`src/rtl/imem_pkg.sv`:
```
// Shared instruction-memory constants and loader state encoding; the fetch-side
// RAM imports the same widths so both ports agree on geometry.
package imem_pkg;
  localparam int INSTR_W     = 9;
  localparam int IMEM_ADDR_W = 12;
  localparam int IMEM_DEPTH  = 1 << IMEM_ADDR_W;

  typedef logic [INSTR_W-1:0] instr_t;

  typedef enum logic [2:0] {
    IDLE   = 3'd0,
    HDR_LO = 3'd1,
    HDR_HI = 3'd2,
    INS_LO = 3'd3,
    INS_HI = 3'd4,
    DONE   = 3'd5,
    ERROR  = 3'd6
  } loader_state_e;
endpackage

```
`src/rtl/imem_loader_if.sv`:
```
// Byte-stream handshake into the loader plus the instruction RAM write port it drives.
interface imem_loader_if #(parameter int ADDR_W = imem_pkg::IMEM_ADDR_W);
  logic                byte_valid;
  logic [7:0]          byte_data;
  logic                byte_ready;
  logic                wr_en;
  logic [ADDR_W-1:0]   wr_addr;
  imem_pkg::instr_t    wr_data;

  // slave: the loader (stream sink, RAM write master); master: source + RAM side
  modport slave  (input  byte_valid, byte_data,
                  output byte_ready, wr_en, wr_addr, wr_data);
  modport master (output byte_valid, byte_data,
                  input  byte_ready, wr_en, wr_addr, wr_data);
endinterface

```
`src/rtl/imem_loader.sv`:
```
// Framed byte-stream loader: header gives instruction count N, then 2 bytes per
// 9-bit instruction written sequentially from address 0; holds the CPU while busy.
module imem_loader import imem_pkg::*; #(
  parameter int ADDR_W = IMEM_ADDR_W
) (
  input  logic              clk,
  input  logic              reset,
  input  logic              start,
  imem_loader_if.slave      bus,
  output logic              busy,
  output logic              cpu_hold,
  output logic              done,
  output logic              error,
  output logic [ADDR_W:0]   instr_count
);
  localparam int            CW    = ADDR_W + 1;
  localparam logic [13:0]   MAX_N = 14'(1 << ADDR_W);

  loader_state_e      state_q, state_d;
  logic [7:0]         lo_q, lo_d;
  logic [CW-1:0]      n_q, n_d, cnt_q, cnt_d;
  logic               wr_en_q, wr_en_d;
  logic [ADDR_W-1:0]  wr_addr_q, wr_addr_d;
  instr_t             wr_data_q, wr_data_d;

  logic        active, accept, start_ok, hdr_bad, ins_bad, last_ins;
  logic [12:0] hdr_n;

  assign active   = state_q inside {HDR_LO, HDR_HI, INS_LO, INS_HI};
  assign accept   = bus.byte_valid && active;
  assign start_ok = start && (state_q inside {IDLE, DONE, ERROR});
  assign hdr_n    = {bus.byte_data[4:0], lo_q};
  assign hdr_bad  = (bus.byte_data[7:5] != 3'd0) || (hdr_n == 13'd0) ||
                    ({1'b0, hdr_n} > MAX_N);
  assign ins_bad  = bus.byte_data[7:1] != 7'd0;
  assign last_ins = (cnt_q + CW'(1)) == n_q;

  always_ff @(posedge clk or negedge reset) begin
    if (!reset) state_q <= IDLE;
    else        state_q <= state_d;
  end

  always_comb begin
    state_d = state_q;
    case (state_q)
      IDLE, DONE, ERROR: if (start)  state_d = HDR_LO;
      HDR_LO:            if (accept) state_d = HDR_HI;
      HDR_HI:            if (accept) state_d = hdr_bad ? ERROR : INS_LO;
      INS_LO:            if (accept) state_d = INS_HI;
      INS_HI:            if (accept) state_d = ins_bad  ? ERROR :
                                               last_ins ? DONE  : INS_LO;
      default:           state_d = IDLE;
    endcase
  end

  // Status decodes straight from state; the write port is registered so the
  // final strobe lands in the same cycle DONE first shows.
  always_comb begin
    busy           = active;
    cpu_hold       = active;
    bus.byte_ready = active;
    done           = state_q == DONE;
    error          = state_q == ERROR;

    lo_d      = lo_q;
    n_d       = n_q;
    cnt_d     = cnt_q;
    wr_en_d   = 1'b0;
    wr_addr_d = wr_addr_q;
    wr_data_d = wr_data_q;

    if (start_ok) cnt_d = '0;
    if (accept) begin
      case (state_q)
        HDR_LO, INS_LO: lo_d = bus.byte_data;
        HDR_HI:         n_d  = CW'(hdr_n);
        INS_HI: if (!ins_bad) begin
          // instruction count doubles as the sequential write address
          wr_en_d   = 1'b1;
          wr_addr_d = cnt_q[ADDR_W-1:0];
          wr_data_d = {bus.byte_data[0], lo_q};
          cnt_d     = cnt_q + CW'(1);
        end
        default: ;
      endcase
    end
  end

  always_ff @(posedge clk or negedge reset) begin
    if (!reset) begin
      lo_q      <= '0;
      n_q       <= '0;
      cnt_q     <= '0;
      wr_en_q   <= 1'b0;
      wr_addr_q <= '0;
      wr_data_q <= '0;
    end else begin
      lo_q      <= lo_d;
      n_q       <= n_d;
      cnt_q     <= cnt_d;
      wr_en_q   <= wr_en_d;
      wr_addr_q <= wr_addr_d;
      wr_data_q <= wr_data_d;
    end
  end

  assign bus.wr_en   = wr_en_q;
  assign bus.wr_addr = wr_addr_q;
  assign bus.wr_data = wr_data_q;
  assign instr_count = cnt_q;
endmodule

```
`src/flat_wrapper.sv`:
```
// flat-port wrapper written by rule: the top's interface ports become plain ports
module imem_loader_flat import imem_pkg::*;
#(
  parameter int ADDR_W = IMEM_ADDR_W
)
  (clk, reset, start, busy, cpu_hold, done, error, instr_count, bus_byte_valid, bus_byte_data, bus_byte_ready, bus_wr_en, bus_wr_addr, bus_wr_data);
  imem_loader_if #(.ADDR_W(ADDR_W)) bus_i ();
  input  logic clk;
  input  logic reset;
  input  logic start;
  output logic busy;
  output logic cpu_hold;
  output logic done;
  output logic error;
  output logic [ADDR_W:0] instr_count;
  input wire logic [$bits(bus_i.byte_valid)-1:0] bus_byte_valid;
  input wire logic [$bits(bus_i.byte_data)-1:0] bus_byte_data;
  output wire logic [$bits(bus_i.byte_ready)-1:0] bus_byte_ready;
  output wire logic [$bits(bus_i.wr_en)-1:0] bus_wr_en;
  output wire logic [$bits(bus_i.wr_addr)-1:0] bus_wr_addr;
  output wire logic [$bits(bus_i.wr_data)-1:0] bus_wr_data;
  assign bus_i.byte_valid = bus_byte_valid;
  assign bus_i.byte_data = bus_byte_data;
  assign bus_byte_ready = bus_i.byte_ready;
  assign bus_wr_en = bus_i.wr_en;
  assign bus_wr_addr = bus_i.wr_addr;
  assign bus_wr_data = bus_i.wr_data;
  imem_loader #(.ADDR_W(ADDR_W)) u_core (.clk(clk), .reset(reset), .start(start), .bus(bus_i), .busy(busy), .cpu_hold(cpu_hold), .done(done), .error(error), .instr_count(instr_count));
endmodule
```
`config.mk`:
```
export PLATFORM = sky130hd
export DESIGN_NAME = imem_loader_flat
export DESIGN_NICKNAME = d
export VERILOG_FILES = /design/src/rtl/imem_pkg.sv /design/src/rtl/imem_loader_if.sv /design/src/rtl/imem_loader.sv /design/src/flat_wrapper.sv
export SDC_FILE = /design/constraint.sdc
export NUM_CORES = 1
export LEC_CHECK = 0
export CAP_MARGIN = 5
export CORE_AREA = 2 2 98 100
export DETAILED_ROUTE_END_ITERATION = 12
export DIE_AREA = 0 0 100 102
export PLACE_DENSITY = 0.57
export SYNTH_ARGS = -nofsm -noshare
export SYNTH_HDL_FRONTEND = slang
export SYNTH_SLANG_ARGS = --single-unit
```
`constraint.sdc`:
```
create_clock -name clk -period 2.79 [get_ports clk]
set_clock_uncertainty 0.2 [all_clocks]
set_input_delay 0.558 -clock clk [delete_from_list [all_inputs] [get_ports clk]]
set_output_delay 0.558 -clock clk [all_outputs]
set_load 0.005 [all_outputs]
```
==> flow_summary_export.csv, run 1 <==
group,metric,value,unit
grt,grt_start_max_net_pins,60,
grt,antenna_found_initial,0,
clock_network,ctsLongestPathBuffers,2,
yosys,synth-edff-count,0,
yosys,yosys.area_share.simple,20.7,%
timing,period_share,93.9,%
placement,post-dp-hpwl,5330,um
setup_path,path_class,"reg -> out",
final_layout,final_net_count,396,
die,num_rows,35,
timing,maxSlewHeadroom,55.6,%
min_path,hold_path.class,"in -> async",
pwr,ir_drop,0.578,mV
placement,place_inst,483,
yosys,async_reset_ff_share,100,%
yosys,ys_ff_latch,59,
pwr,pwr-share-seq,42.4,%
placement,pre_cts_slack,-0.0339,ns
timing,tightest_slew,0.667,ns
setup_path,crit_chain,"nand2b_1 > nor2_1 > clkdlybuf4s50_1",
timing,slew_violations,0,
timing,rsz0062_at_grt,"false",
pwr,comb_power_share,29.6,%
pwr,power.leakage,1.74,nW
final_layout,area_growth,28.5,%
yosys,synth_cell_type_count,57,
clock_network,cts.sinks,59,
die,boundaryPins,52,
yosys,yosys-top-cells-area,"dfrtp_1 48%, nand2_1 9.2%, mux2_2 7.3%",
grt,grt_pass1_wl,12100,um
clock_network,clock_latency,0.35,ns
grt,grt_overflow_total,0,
final_layout,antennaDiodeCount,0,
yosys,synth_top_family_by_area,"simple AND/OR/NAND/NOR gates",
setup_path,path_buf_inv,1,
clock_network,cts_tree,"yes",
pwr,switching_share,33.3,%
timing,hold_viol_final,0,
setup_path,max_stage_delay,0.59,ns
pwr,power.internal,0.00200,W
setup_path,worstPathMaxFanout,16,
yosys,synth_top_area_share,47.7,%
route,final_antenna_net_count,0,
yosys,netlist_area,3100,sq um
pwr,power_density,755,nW/um^2
die,dieArea,10200,sq um
setup_path,critPathArrivalTime,1.86,ns
die,core,9110,sq um
grt,track_usage,15.4,%
yosys,synth_common_cells,"76 x nand2_1, 59 x dfrtp_1, 20 x mux2_2",
yosys,synthAdderAreaFrac,0.404,%
clock_network,numCtsBuffers,9,
pwr,p_sw,0.000999,W
pwr,power_frac_clock,28.0,%
route,finalWirelength,7490,um
placement,place.gp.congestion,0.810,
setup_path,critPathLaunch,"u_core.state_q[2]",
setup_path,cp-start-kind,"flip-flop",
setup_path,slowest_stage,"dfrtp_1",
setup_path,r2r_start,"u_core.instr_count[0]",
die,start_util,34.0,%
route,drcViolationCount,0,
clock_network,post-cts-setup-buffer-count,0,
route,via_count,2498,
route,wl_per_cell,15.0,um
setup_path,crit_required,2.03,ns
die,die_w,100,um
route,drt_pre_antenna_iters,4,
yosys,yosys-mux-area-fraction,7.28,%
clock_network,clk_pin_slew_worst_paths,0.07,ns
timing,fin_ws,0.170,ns
yosys,syn-num-nets,334,
yosys,yosysMostFrequentCell,"nand2_1",
final_layout,drive_gt1_share,18.3,%
clock_network,root_buffer,"clkbuf_8",
yosys,synthXorXnorAreaFrac,5.38,%
clock_network,cts.repair.resized,0,
yosys,synth-main-ff-cell,"dfrtp_1",
timing,setup_violations,0,
grt,grt_pass1_vias,2395,
final_layout,finalNonFillerCells,499,
placement,portBuffers,51,
flow_run,maxCapViolCount,0,
route,first_iter_violations,117,
clock_network,cts_max_level,3,
route,viasPerCell,5.01,
yosys,syn_inst,321,
die,die_y,102,um
yosys,yosysTopAreaCell,"dfrtp_1",
setup_path,critPathCaptureType,"primary output",
yosys,synth_warnings,0,
yosys,avgSynthCellArea,9.64,sq um
setup_path,crit_family,"flip-flops",
timing,min_period,2.62,ns
status,status,"completed",
yosys,yosysSeqAreaShare,47.7,%
yosys,synth-compound-area-share,13.5,%
timing,clock.fmax,0.382,GHz
clock_network,hold_buffers,0,
## final timing paths
path | endpoint | slack, ns | depth (start not counted)
hold / removal | u_core.bus.wr_addr[3] | 0.002 | 2
setup reg to reg | u_core.state_q[1] | 0.25 | 6
setup / recovery | done | 0.17 | 3
hold reg to reg | u_core.bus.wr_addr[2] | 0.27 | 2
max in group asynchronous | u_core.bus.wr_data[2] | 2.13 | 2
min in group clk | u_core.bus.wr_addr[2] | 0.27 | 2
## power groups by stage
| stage | logic (W) | registers, W | clock network (W) |
|---|---|---|---|
| 3_3_place_gp | 0.000870 | 0.00128 | 0 |
| 6_report | 0.000888 | 0.00127 | 0.000841 |
| 2_1_floorplan | 0.000707 | 0.00118 | 0 |
| 4_1_cts | 0.000896 | 0.00127 | 0.000863 |
| 5_1_grt | 0.000978 | 0.00131 | 0.000895 |
| 3_5_place_dp | 0.000888 | 0.00129 | 0 |
## registers in the layout, indices dropped and copies added, names as in the netlist
name,cells
u_core.instr_count,13
u_core.n_q,13
u_core.bus.wr_addr,12
u_core.bus.wr_data,9
u_core.lo_q,8
u_core.state_q,3
u_core.bus.wr_en,1
## placed cells by master, fill, tap and decap left out, types with 3 or more instances in the layout
cell,netlist,routed
nand2_1,76,76
dfrtp_1,59,59
clkdlybuf4s50_1,0,50
mux2_2,20,20
nor2_1,18,18
buf_4,4,18
o21ai_0,17,17
xor2_1,12,12
clkbuf_8,0,11
nand3_1,7,7
o21ai_1,7,7
a21oi_1,7,7
xnor2_1,7,7
o22ai_1,5,5
inv_1,4,4
nand4_1,4,4
nor3_1,4,4
o31ai_1,4,4
or3_1,3,3
and2_1,3,3
clkinvlp_4,0,3
## stage by stage
stage	cell area [sq um]	power, W	utilization, %	setup TNS, ns	hold slack [ns]
after floorplan	3100	0.00189	-	0	0.0624
after global placement	3760	0.00215	41.3	0	0.257
after detailed placement	3760	0.00218	41.3	-0.110	0.261
after CTS	3980	0.00303	43.7	0	0.0106
after global routing	3980	0.00318	43.7	0	0.0238
final	3980	0.00300	43.7	0	0.00223
## cells by family (layout without fill, tap and decap cells)
logic type,Yosys count,in the layout
simple gates,135,135
compound gates,63,63
flops,59,59
buf+inv,24,91
mux,20,20
xor+xnor,19,19
fa+ha+maj,1,1
## layer usage
layer / track usage, % / wire length, um
met2: 23.6 / 3430
met3: 4.04 / 382
met4: 5.48 / 59
met5: 0 / 0
met1: 21.2 / 3620
## cell type report
cell class                 count  area (sq um)
clock buffer                  11           151
clock inverter                 5          61.3
fill                         882          5130
inverter                       5          23.8
multi-input combinational    238          1460
sequential                    59          1480
tap                          111           139
timing repair buffer          70           661
(Power assumes the default switching activity.)
==> run 2: changes to the inputs <==
- GPL_TIMING_DRIVEN: not set -> 0
==> flow_summary_export.csv, run 2 (synthesized netlist as in run 1, its figures left out) <==
group,metric,value,unit
pwr,power_density,782,nW/um^2
setup_path,crit_chain,"clkdlybuf4s50_1 > nor4_4 > nand2_1 > or3_1 > buf_6 > clkinv_4 > a21oi_2 > buf_6 > o21ai_1 > o31ai_1",
flow_run,maxCapViolCount,0,
setup_path,critPathCaptureType,"flip-flop",
placement,place_inst,484,
die,die_w,100,um
route,drt_pre_antenna_iters,5,
route,final_antenna_net_count,0,
setup_path,crit_family,"buffers and inverters",
setup_path,worst-path-stages,10,
final_layout,final-seq-area,1480,sq um
timing,rsz0062_at_grt,"false",
grt,antenna_found_initial,0,
route,drcViolationCount,0,
route,viasPerCell,5.04,
setup_path,path_class,"in -> reg",
timing,period_share,95.3,%
grt,track_usage,14.9,%
route,wl_per_cell,14.4,um
clock_network,clock_latency,0.35,ns
die,die_y,102,um
min_path,whs_path_depth,2,
timing,tightest_slew,0.594,ns
final_layout,nFillCells,891,
die,boundaryPins,52,
clock_network,numCtsBuffers,9,
clock_network,clk_pin_slew_worst_paths,0.06,ns
clock_network,cts.sinks,59,
final_layout,final_common_cell,"nand2_1",
placement,place_area,3760,sq um
setup_path,critPathArrivalTime,2.67,ns
clock_network,cts_max_level,3,
timing,maxSlewHeadroom,60.0,%
clock_network,cts_tree,"yes",
timing,slew_violations,0,
setup_path,worstRegToRegCells,7,
timing,min_period,2.66,ns
clock_network,root_buffer,"clkbuf_8",
final_layout,post-route-util,44.1,%
placement,post-dp-hpwl,5270,um
setup_path,max_stage_delay,0.55,ns
timing,clock.fmax,0.376,GHz
timing,setup_tns,0,ns
grt,grt_start_max_net_pins,39,
placement,portBuffers,51,
grt,grt_pass1_vias,2357,
die,num_rows,35,
min_path,hold_path.class,"reg -> reg",
setup_path,path_buf_inv,4,
placement,pre_cts_slack,-0.229,ns
status,status,"completed",
setup_path,slowest_stage,"clkdlybuf4s50_1",
final_layout,drive_gt1_share,17.1,%
pwr,ir_drop,0.397,mV
route,via_count,2511,
pwr,power.leakage,1.75,nW
clock_network,ctsLongestPathBuffers,2,
die,start_util,34.0,%
timing,setup_violations,0,
setup_path,critPathMostFrequentCell,"buf_6",
die,core,9110,sq um
placement,place.gp.congestion,0.881,
timing,fin_ws,0.132,ns
final_layout,area_growth,29.6,%
final_layout,final_cell_mix,"76 x nand2_1, 58 x dfrtp_1, 50 x clkdlybuf4s50_1",
timing,hold_viol_final,0,
final_layout,fin_area,4010,sq um
setup_path,cp-start-kind,"primary input",
die,dieArea,10200,sq um
route,first_iter_violations,94,
final_layout,multi_input_area,1480,sq um
grt,grt_pass1_wl,11800,um
final_layout,final_net_count,396,
final_layout,antennaDiodeCount,0,
route,finalWirelength,7170,um
grt,grt_overflow_total,0,
setup_path,crit_required,2.80,ns
setup_path,worstPathMaxFanout,10,
final_layout,finalNonFillerCells,498,
[run 2: per-layer routing]
layer	GRT usage (%)	share of wire [%]
met2	23.4	46
met1	20.0	47
met5	0	0
met3	3.08	5.5
met4	6.74	1.7
[run 2: worst reg2reg max path: stages, from the launching register on]
cell,delay [ns]
dfrtp_1,0.50
ha_1,0.34
nand3_1,0.25
nor3_2,0.27
xnor2_1,0.14
nor4b_2,0.21
nand4b_1,0.20
o31a_1,0.34
[run 2: cell type report]
type,instances,share of cell area [%]
well taps,111,3.46
clock buffers,10,3.18
plain buffers,17,3.12
flip-flops and latches,59,36.8
clock inverters,5,2.56
inverters,5,0.592
multi-input cells,238,36.9
repair buffers,53,13.3
[run 2: final timing paths]
path                                  startpoint               endpoint  slack (ns)
setup / recovery                bus_byte_data[1]  u_core.instr_count[4]        0.13
hold / removal             u_core.bus.wr_addr[6]  u_core.bus.wr_addr[6]        0.27
setup reg to reg           u_core.instr_count[0]      u_core.state_q[1]        0.22
hold reg to reg            u_core.bus.wr_addr[6]  u_core.bus.wr_addr[6]        0.27
max in group asynchronous                  reset      u_core.state_q[1]        1.27
min in group asynchronous                  reset  u_core.bus.wr_addr[3]        0.52
[run 2: stage by stage]
step	hold slack (ns)	power, W
floorplan	0.0624	0.00189
global placement	0.257	0.00220
detailed placement	0.261	0.00222
CTS	0.276	0.00315
global route	0.302	0.00333
finish	0.272	0.00314
[run 2: what timing repair did]
| action | 4_1_cts | 5_1_grt |
|---|---|---|
| resized for setup | 0 | 6 |
| hold endpoints to repair | 1 | 0 |
| endpoints found under the setup margin | 2 | 10 |
| setup buffers | 0 | 0 |
| hold buffers | 1 | 0 |
[run 2: power breakdown]
part	total (W)	switching, W	internal [W]	leakage, nW
combinational	0.000956	0.000404	0.000553	0.861
sequential	0.00126	0.000215	0.00104	0.775
clock	0.000925	0.000338	0.000587	0.112
total	0.00314	0.000957	0.00218	1.75
